===== src/rtl/stage2_root_if.sv =====
// stage2_root_if: bundles the stage-1 -> stage-2 -> stage-3 signals for the
// inverse-kinematics root stage.
//   validIn, L, M, N          : request side, driven by stage 1 (master)
//   D, L_out, M_out, N_out,
//   reachable, busy, validOut : result side, driven by stage 2 (slave)
interface stage2_root_if #(
  parameter int RW = 15
);
  logic                validIn;
  logic [15:0]         L;
  logic [13:0]         M;
  logic signed [14:0]  N;
  logic [RW-1:0]       D;
  logic [15:0]         L_out;
  logic [13:0]         M_out;
  logic signed [14:0]  N_out;
  logic                reachable;
  logic                busy;
  logic                validOut;

  modport master (
    output validIn, L, M, N,
    input  D, L_out, M_out, N_out, reachable, busy, validOut
  );

  modport slave (
    input  validIn, L, M, N,
    output D, L_out, M_out, N_out, reachable, busy, validOut
  );
endinterface


===== src/rtl/stage2_root.sv =====
// stage2_root: second stage of the per-servo IK pipeline.
// Captures L/M/N, computes D = floor(sqrt(M^2 + N^2)) with a digit-by-digit
// integer square root (one root bit per cycle), and reports whether the
// pose is reachable (L <= D).
// Ports:
//   clock : rising-edge clock
//   reset : asynchronous active-high reset
//   bus   : stage2_root_if.slave (validIn/L/M/N in; D/L_out/M_out/N_out/
//           reachable/busy/validOut out)
// Latency: capture edge C0 -> validOut at C0+1+RW. Requests arriving while
// busy (including the completion edge) are dropped.
module stage2_root #(
  parameter int RW = 15
) (
  input  logic          clock,
  input  logic          reset,
  stage2_root_if.slave  bus
);

  localparam int SW    = 2 * RW;          // radicand width
  localparam int REM_W = RW + 1;          // remainder never exceeds 2*root
  localparam int IW    = $clog2(RW);

  typedef enum logic [1:0] {
    IDLE   = 2'd0,
    SQUARE = 2'd1,
    ROOT   = 2'd2
  } state_t;

  state_t             state_q, state_d;
  logic [15:0]        l_q, l_d;
  logic [13:0]        m_q, m_d;
  logic signed [14:0] n_q, n_d;
  logic [SW-1:0]      rad_q, rad_d;
  logic [REM_W-1:0]   rem_q, rem_d;
  logic [RW-1:0]      root_q, root_d;
  logic [IW-1:0]      iter_q, iter_d;
  logic [RW-1:0]      d_q, d_d;
  logic               reachable_q, reachable_d;
  logic               busy_q, busy_d;
  logic               valid_out_q, valid_out_d;

  // Squares; N is squared as signed so the product is always non-negative.
  logic [27:0]        m_sq;
  logic signed [29:0] n_sq;
  logic [SW-1:0]      square_sum;

  assign m_sq       = m_q * m_q;
  assign n_sq       = n_q * n_q;
  assign square_sum = SW'(m_sq) + SW'($unsigned(n_sq));

  // One restoring sqrt step: bring down the next 2 radicand bits and try
  // subtracting (4*root + 1); success yields a 1 root bit.
  logic [REM_W+1:0] rem_shift;
  logic [REM_W+1:0] trial;
  logic             take;
  logic [REM_W+1:0] rem_step;
  logic [RW-1:0]    root_step;

  assign rem_shift = {rem_q, rad_q[SW-1 -: 2]};
  assign trial     = {1'b0, root_q, 2'b01};
  assign take      = (rem_shift >= trial);
  assign rem_step  = take ? (rem_shift - trial) : rem_shift;
  assign root_step = {root_q[RW-2:0], take};

  always_comb begin
    state_d     = state_q;
    l_d         = l_q;
    m_d         = m_q;
    n_d         = n_q;
    rad_d       = rad_q;
    rem_d       = rem_q;
    root_d      = root_q;
    iter_d      = iter_q;
    d_d         = d_q;
    reachable_d = reachable_q;
    busy_d      = busy_q;
    valid_out_d = 1'b0;

    case (state_q)
      IDLE: begin
        if (bus.validIn) begin
          l_d     = bus.L;
          m_d     = bus.M;
          n_d     = bus.N;
          busy_d  = 1'b1;
          state_d = SQUARE;
        end
      end

      SQUARE: begin
        rad_d   = square_sum;
        rem_d   = '0;
        root_d  = '0;
        iter_d  = IW'(RW - 1);
        state_d = ROOT;
      end

      ROOT: begin
        rad_d  = rad_q << 2;
        rem_d  = REM_W'(rem_step);
        root_d = root_step;
        if (iter_q == '0) begin
          d_d         = root_step;
          reachable_d = ({1'b0, l_q} <= {2'b0, root_step});
          valid_out_d = 1'b1;
          busy_d      = 1'b0;
          state_d     = IDLE;
        end else begin
          iter_d = iter_q - 1'b1;
        end
      end

      default: state_d = IDLE;
    endcase
  end

  always_ff @(posedge clock or posedge reset) begin
    if (reset) begin
      state_q     <= IDLE;
      l_q         <= '0;
      m_q         <= '0;
      n_q         <= '0;
      rad_q       <= '0;
      rem_q       <= '0;
      root_q      <= '0;
      iter_q      <= '0;
      d_q         <= '0;
      reachable_q <= 1'b0;
      busy_q      <= 1'b0;
      valid_out_q <= 1'b0;
    end else begin
      state_q     <= state_d;
      l_q         <= l_d;
      m_q         <= m_d;
      n_q         <= n_d;
      rad_q       <= rad_d;
      rem_q       <= rem_d;
      root_q      <= root_d;
      iter_q      <= iter_d;
      d_q         <= d_d;
      reachable_q <= reachable_d;
      busy_q      <= busy_d;
      valid_out_q <= valid_out_d;
    end
  end

  assign bus.D         = d_q;
  assign bus.L_out     = l_q;
  assign bus.M_out     = m_q;
  assign bus.N_out     = n_q;
  assign bus.reachable = reachable_q;
  assign bus.busy      = busy_q;
  assign bus.validOut  = valid_out_q;

endmodule


===== src/flat_wrapper.sv =====
// flat-port wrapper written by rule: the top's interface ports become plain ports
module stage2_root_flat 
#(
  parameter int RW = 15
)
  (clock, reset, bus_validIn, bus_L, bus_M, bus_N, bus_D, bus_L_out, bus_M_out, bus_N_out, bus_reachable, bus_busy, bus_validOut);
  stage2_root_if #(.RW(RW)) bus_i ();
  input  logic clock;
  input  logic reset;
  input wire logic [$bits(bus_i.validIn)-1:0] bus_validIn;
  input wire logic [$bits(bus_i.L)-1:0] bus_L;
  input wire logic [$bits(bus_i.M)-1:0] bus_M;
  input wire logic [$bits(bus_i.N)-1:0] bus_N;
  output wire logic [$bits(bus_i.D)-1:0] bus_D;
  output wire logic [$bits(bus_i.L_out)-1:0] bus_L_out;
  output wire logic [$bits(bus_i.M_out)-1:0] bus_M_out;
  output wire logic [$bits(bus_i.N_out)-1:0] bus_N_out;
  output wire logic [$bits(bus_i.reachable)-1:0] bus_reachable;
  output wire logic [$bits(bus_i.busy)-1:0] bus_busy;
  output wire logic [$bits(bus_i.validOut)-1:0] bus_validOut;
  assign bus_i.validIn = bus_validIn;
  assign bus_i.L = bus_L;
  assign bus_i.M = bus_M;
  assign bus_i.N = bus_N;
  assign bus_D = bus_i.D;
  assign bus_L_out = bus_i.L_out;
  assign bus_M_out = bus_i.M_out;
  assign bus_N_out = bus_i.N_out;
  assign bus_reachable = bus_i.reachable;
  assign bus_busy = bus_i.busy;
  assign bus_validOut = bus_i.validOut;
  stage2_root #(.RW(RW)) u_core (.clock(clock), .reset(reset), .bus(bus_i));
endmodule

===== config.mk =====
export PLATFORM = sky130hd
export DESIGN_NAME = stage2_root_flat
export DESIGN_NICKNAME = d
export VERILOG_FILES = /design/src/rtl/stage2_root_if.sv /design/src/rtl/stage2_root.sv /design/src/flat_wrapper.sv
export SDC_FILE = /design/constraint.sdc
export NUM_CORES = 1
export LEC_CHECK = 0
export CORE_MARGIN = 2
export CORE_UTILIZATION = 50
export CTS_CLUSTER_DIAMETER = 100
export CTS_CLUSTER_SIZE = 16
export DETAILED_ROUTE_END_ITERATION = 12
export MAX_ROUTING_LAYER = met4
export PLACE_DENSITY = 0.72
export SYNTH_ARGS = -nofsm -noshare
export SYNTH_HDL_FRONTEND = slang
export SYNTH_SLANG_ARGS = --single-unit

===== constraint.sdc =====
create_clock -name clock -period 10 [get_ports clock]
set_input_delay 2 -clock clock [delete_from_list [all_inputs] [get_ports clock]]
set_output_delay 2 -clock clock [all_outputs]
set_load 0.005 [all_outputs]

== Yosys cells after proc, flatten, opt, wreduce, memory -nomap -nowiden ==
Index checks and enable logic that the tools add are counted.

* Add/subtract/negate cells: 3
* Multipliers: 2
* Magnitude comparators: 2
* Equal/unequal tests: 5
* Muxes and demuxes: 14
* Reduce and logical (&&, ||, !) cells: 9

{| class="wikitable"
|+ Operator list
! cell !! number
|-
| $pmux W30 S2 || 1
|-
| $pmux W16 S2 || 1
|-
| $add A28 B30 Y30 || 1
|-
| $mul A15 B15 Y30 || 1
|-
| $pmux W15 S2 || 1
|-
| $mul A14 B14 Y28 || 1
|-
| $ge A18 B17 Y1 || 1
|-
| $le A16 B15 Y1 || 1
|-
| $mux W16 || 1
|-
| $sub A16 B16 Y16 || 1
|-
| $pmux W4 S2 || 1
|-
| $reduce_and A2 Y1 || 4
|-
| $pmux W2 S3 || 1
|-
| $logic_not A4 Y1 || 1
|-
| $mux W1 || 4
|-
| $mux W2 || 2
|-
| $mux W4 || 1
|-
| $ne A2 B2 Y1 const B || 2
|-
| $reduce_bool A2 Y1 || 2
|-
| $sub A4 B1 Y4 const B || 1
|-
| $reduce_and A3 Y1 || 1
|-
| $eq A2 B1 Y1 const B || 1
|-
| $eq A2 B2 Y1 const B || 1
|-
| $logic_not A2 Y1 || 1
|-
| other kinds (2) || 2
|}

* Bits in registers: 130
* Input port bits: 48
* Output and inout port bits: 63
* Logic and storage cells: 47

== Depth between registers and ports, before layout ==
* Depth in word-level cells: 3
* Depth in mapped cells: 27

== Least setup slack after synthesis ==
Ideal clock, no wire load.

* Path kind: register to register
* Start: register u_core.n_q[2], in the netlist u_core.bus.N_out[2]
* End: register u_core.rad_q[27]
* Setup time: 0.069 ns
* Arrival time: 6.955 ns
* Required time: 9.931 ns
* Slack: 2.975 ns
* Cell stages (with the launch flop): 27
* Buffers on the path: 2
* Period minus slack after synthesis: 7.025 ns
* Cell sequence: dfrtp_1 clkbuf_1 clkbuf_1 nand2_1 fa_1 inv_1 fa_1 ha_1 fa_1 inv_1 fa_1 inv_1 fa_1 fa_1 inv_1 fa_1 inv_1 ha_1 a21o_1 a221oi_2 o211ai_2 a41oi_2 o21ai_2 a2111oi_4 nor2_2 or3_1 nand3_1

* Cells in the longest elaborated chain, start to end: 3

{| class="wikitable"
|+ RTL lines
! element !! line !! text
|-
| start: declaration || stage2_root.sv:33 || <nowiki>logic signed [14:0] n_q, n_d;</nowiki>
|-
| start signal: assignment || stage2_root.sv:136 || <nowiki>n_q <= n_d;</nowiki>
|-
| $mul A15 B15 Y30 || stage2_root.sv:49 || <nowiki>assign n_sq = n_q * n_q;</nowiki>
|-
| $add A28 B30 Y30 || stage2_root.sv:50 || <nowiki>assign square_sum = SW'(m_sq) + SW'($unsigned(n_sq));</nowiki>
|-
| $pmux W30 S2 || stage2_root.sv:80 || <nowiki>case (state_q)</nowiki>
|-
| end signal: assignment || stage2_root.sv:137 || <nowiki>rad_q <= rad_d;</nowiki>
|-
| end: declaration || stage2_root.sv:34 || <nowiki>logic [SW-1:0] rad_q, rad_d;</nowiki>
|}

Every way passes these cells.
A chain may end at the register's enable or synchronous reset.

== Final worst setup path ==
* Start: register u_core.m_q[7], in the netlist u_core.bus.M_out[7]
* End: register u_core.rad_q[28]

* Cells in the longest elaborated chain, start to end: 3

{| class="wikitable"
|+ RTL lines
! element !! line !! text
|-
| start: declaration || stage2_root.sv:32 || <nowiki>logic [13:0] m_q, m_d;</nowiki>
|-
| start signal: assignment || stage2_root.sv:135 || <nowiki>m_q <= m_d;</nowiki>
|-
| $mul A14 B14 Y28 || stage2_root.sv:48 || <nowiki>assign m_sq = m_q * m_q;</nowiki>
|-
| $add A28 B30 Y30 || stage2_root.sv:50 ||
|-
| $pmux W30 S2 || stage2_root.sv:80 ||
|}

Every way passes these cells.

==> impl_results.md <==
- Top cells by count, synth: 493 x inv_1, 366 x fa_1, 186 x ha_1
- # IOs: ~110
- Top cells by area, synth: fa_1 38%, dfrtp_1 17%, ha_1 12%
- Yosys reg bits: 130
- Vias: between 10000 and 15000
- Vias per cell: between 5 and 6
- First-pass GRT wire length: roughly 75 mm
- Post-CTS Hold Buffers: 0
- Worst path arrival time: approximately 8000 ps
- Largest family of logic cells by synthesized area: adder cells
- Final hold violation count: 0
- Post-Syn Area: roughly 0.019 mm2
- Die H: around 200 um
- Number of setup violations in the final report: 0
- Yosys warning count: 0
- DR iter-0 viols: between 500 and 600
- Hold Path Class: flip-flop to flip-flop
- Diode count: 0
- Final ANT Viol Nets: 0
- Post-cts sizing count: 0
- Worst-Margin Slew: 1020 ps
- Worst hold endpoint: u_core.bus.D[9]
- Drt total wl: about 43 mm
- FF-to-FF path depth: 24
- Crit path max fanout: 12
- CTS root buf: clkbuf_16
- Port Buf Inserts: 110
- RSZ-0062 raised after global routing: no
- Post-CTS setup buffer count: 0
- All-layer global routing usage: approximately a quarter
- Post-synth EDFFs: 0
- Die ar.: 0.0403 mm2
- Reg2reg start: u_core.bus.M_out[7]
- Later-pin clock latency in the skew report: around 450 ps
- Synth Area in Adders: around half
- CTS tree: built
- Sink Count: between 100 and 150
- Post-synthesis sequential area ratio: about 17%
- Reg2Reg Setup Slack: 2220 ps
- Avg Synthesized Cell Area: a little under 10 um2
- Hold depth: 2
- Setup crit end kind: flip-flop
- FP Rows: between 70 and 80
- Compound-Gate Fraction of Synth Area: slightly above 7%
- Pins over their slew limit: 0
- Distinct cell type count after synthesis: 65
- Area growth from synthesis to layout: 11.4%
- Status: finished clean
- Largest net degree at the start of global routing: 68
- Most frequent cell after synthesis: inv_1
- Tcrit/Tclk final: slightly below 80%
- Period minus WS final: between 7000 and 8000 ps
- CTS Buf Count: 17
- Simple logic cell fraction of the synthesized area: 8.65%
- Setup crit start kind: flip-flop
- Starting Density: approximately 50%
- Core Area: 0.0385 mm2
- Synth Flop Type: dfrtp_1
- CTS Buffer Depth: 2
- Critical path class: flip-flop to flip-flop
- Wirelength per Cell: 16.8 um
- Clock-pin slew on the worst setup and hold paths: 80 ps
- GP Congestion: 0.960
- Max-cap viol count: 0
- Nets@finish: around 2600
- Worst EP required: just over 10000 ps
- R2r endpoint: u_core.rad_q[28]
- Slew margin rel.: 31.8%
- Syn nets: between 2000 and 3000
- Mux contribution to synthesized area: around 4.2%
- Share of post-route cells with drive strength above 1: 5.55%
- Yosys top cell by area: fa_1
- Die boundary width: 201 um
- Detail Placement HPWL: 35.5 mm
- Synth Instances: 1949
- GRT Residual Overflow: 0
- Depth of the CTS H-tree: 4
- Antenna violations before repair: 0
- Setup TNS: 0 ps
- Drt first pass iters: 5
- Skew final: about 18 ps
- Fmax: ~0.13 GHz
- Hold wc startpoint: u_core.bus.D[9]
- Yosys top cell area share: 37.8%
- Number of global-route vias before repair: between 10000 and 15000
- Asr flop ratio synth: 100%
- Post-synthesis xor/xnor area fraction: under 10%
- DRC: 0
## through the flow
stage	instances	setup WS, ps	util (%)	cell area (um2)	hold WS [ps]
floorplan	1949	2980	-	19400	473
global placement	2523	2330	54.5	21000	470
detailed placement	2523	2290	54.5	21000	474
CTS	2555	2210	56.1	21600	497
global route	2555	1810	56.1	21600	539
finish	2555	2220	56.1	21600	493
## worst max-delay path by stage
| stage | start | endpoint | slack (ps) |
|---|---|---|---|
| after CTS | u_core.bus.N_out[1] | u_core.rad_q[27] | 2210 |
| final | u_core.bus.M_out[7] | u_core.rad_q[28] | 2220 |
| after global placement | u_core.bus.N_out[0] | u_core.rad_q[29] | 2330 |
| after global routing | u_core.bus.M_out[7] | u_core.rad_q[24] | 1810 |
| after detailed placement | u_core.bus.N_out[0] | u_core.rad_q[28] | 2290 |
| after floorplan | u_core.bus.N_out[2] | u_core.rad_q[27] | 2980 |
## critical path, stage by stage (launching register included)
cell and delay (ps):
dfrtp_1 690, inv_1 280, nor2_1 260, inv_1 100, fa_1 550, inv_1 60, fa_1 490, fa_1 520
inv_1 50, fa_1 470, inv_1 50, fa_1 480, fa_1 580, fa_1 460, fa_1 530, ha_1 410
a21oi_1 120, o21ai_0 240, nor3_1 80, a21oi_1 440, a311oi_1 230, a21oi_1 210, xor2_1 160, mux2i_1 80
a21oi_1 170
## state kept, by name (all words and copies together) (netlist names), 2 cells and up
name,count
u_core.root_q,15
u_core.rem_q,16
u_core.rad_q,30
u_core.bus.N_out,15
u_core.bus.D,15
u_core.state_q,2
u_core.bus.M_out,14
u_core.bus.L_out,16
u_core.iter_q,4
## placed cells by master (no fill, tap or decap), drive strengths merged, types with 6 or more instances in the layout
cell and count:
nand2 148, o21ai 50, clkbuf 17, nor3 8, a21oi 75, xnor2 42
a21o 19, buf 6, nand2b 7, and2 61, dfrtp 130, clkdlybuf4s50 110
inv 502, nor2b 23, nor2 79, fa 366, ha 186, a31oi 7
xor2 17, o22ai 28, nand3 12, mux2 49, mux2i 26, o211ai 6
## final cells by class
class	instances	area [um2]
multi-input combinational	1265	14100
tap	518	648
clock buffer	17	425
timing repair buffer	116	1150
inverter	494	1860
fill	3311	16900
clock inverter	15	186
sequential	130	3250
## layer usage
layer	GRT usage, %	share of wire (%)
met1	31.5	44
met3	3.70	5.2
met2	39.3	49
met4	5.56	1.7
met5	-	0
## cells by family (layout without fill, tap and decap cells)
kind of cell,after synthesis,count (layout)
AOI/OAI and AO/OA,219,219
DFF,130,130
and+or+nand+nor,360,360
adders and majority gates,552,552
muxes,75,75
buffers and inverters,554,642
xor gates and xnor gates,59,59
Power is left out: the tool's default activity adds up to more than one toggle a clock period on the data nets, which glitch-free logic cannot reach.
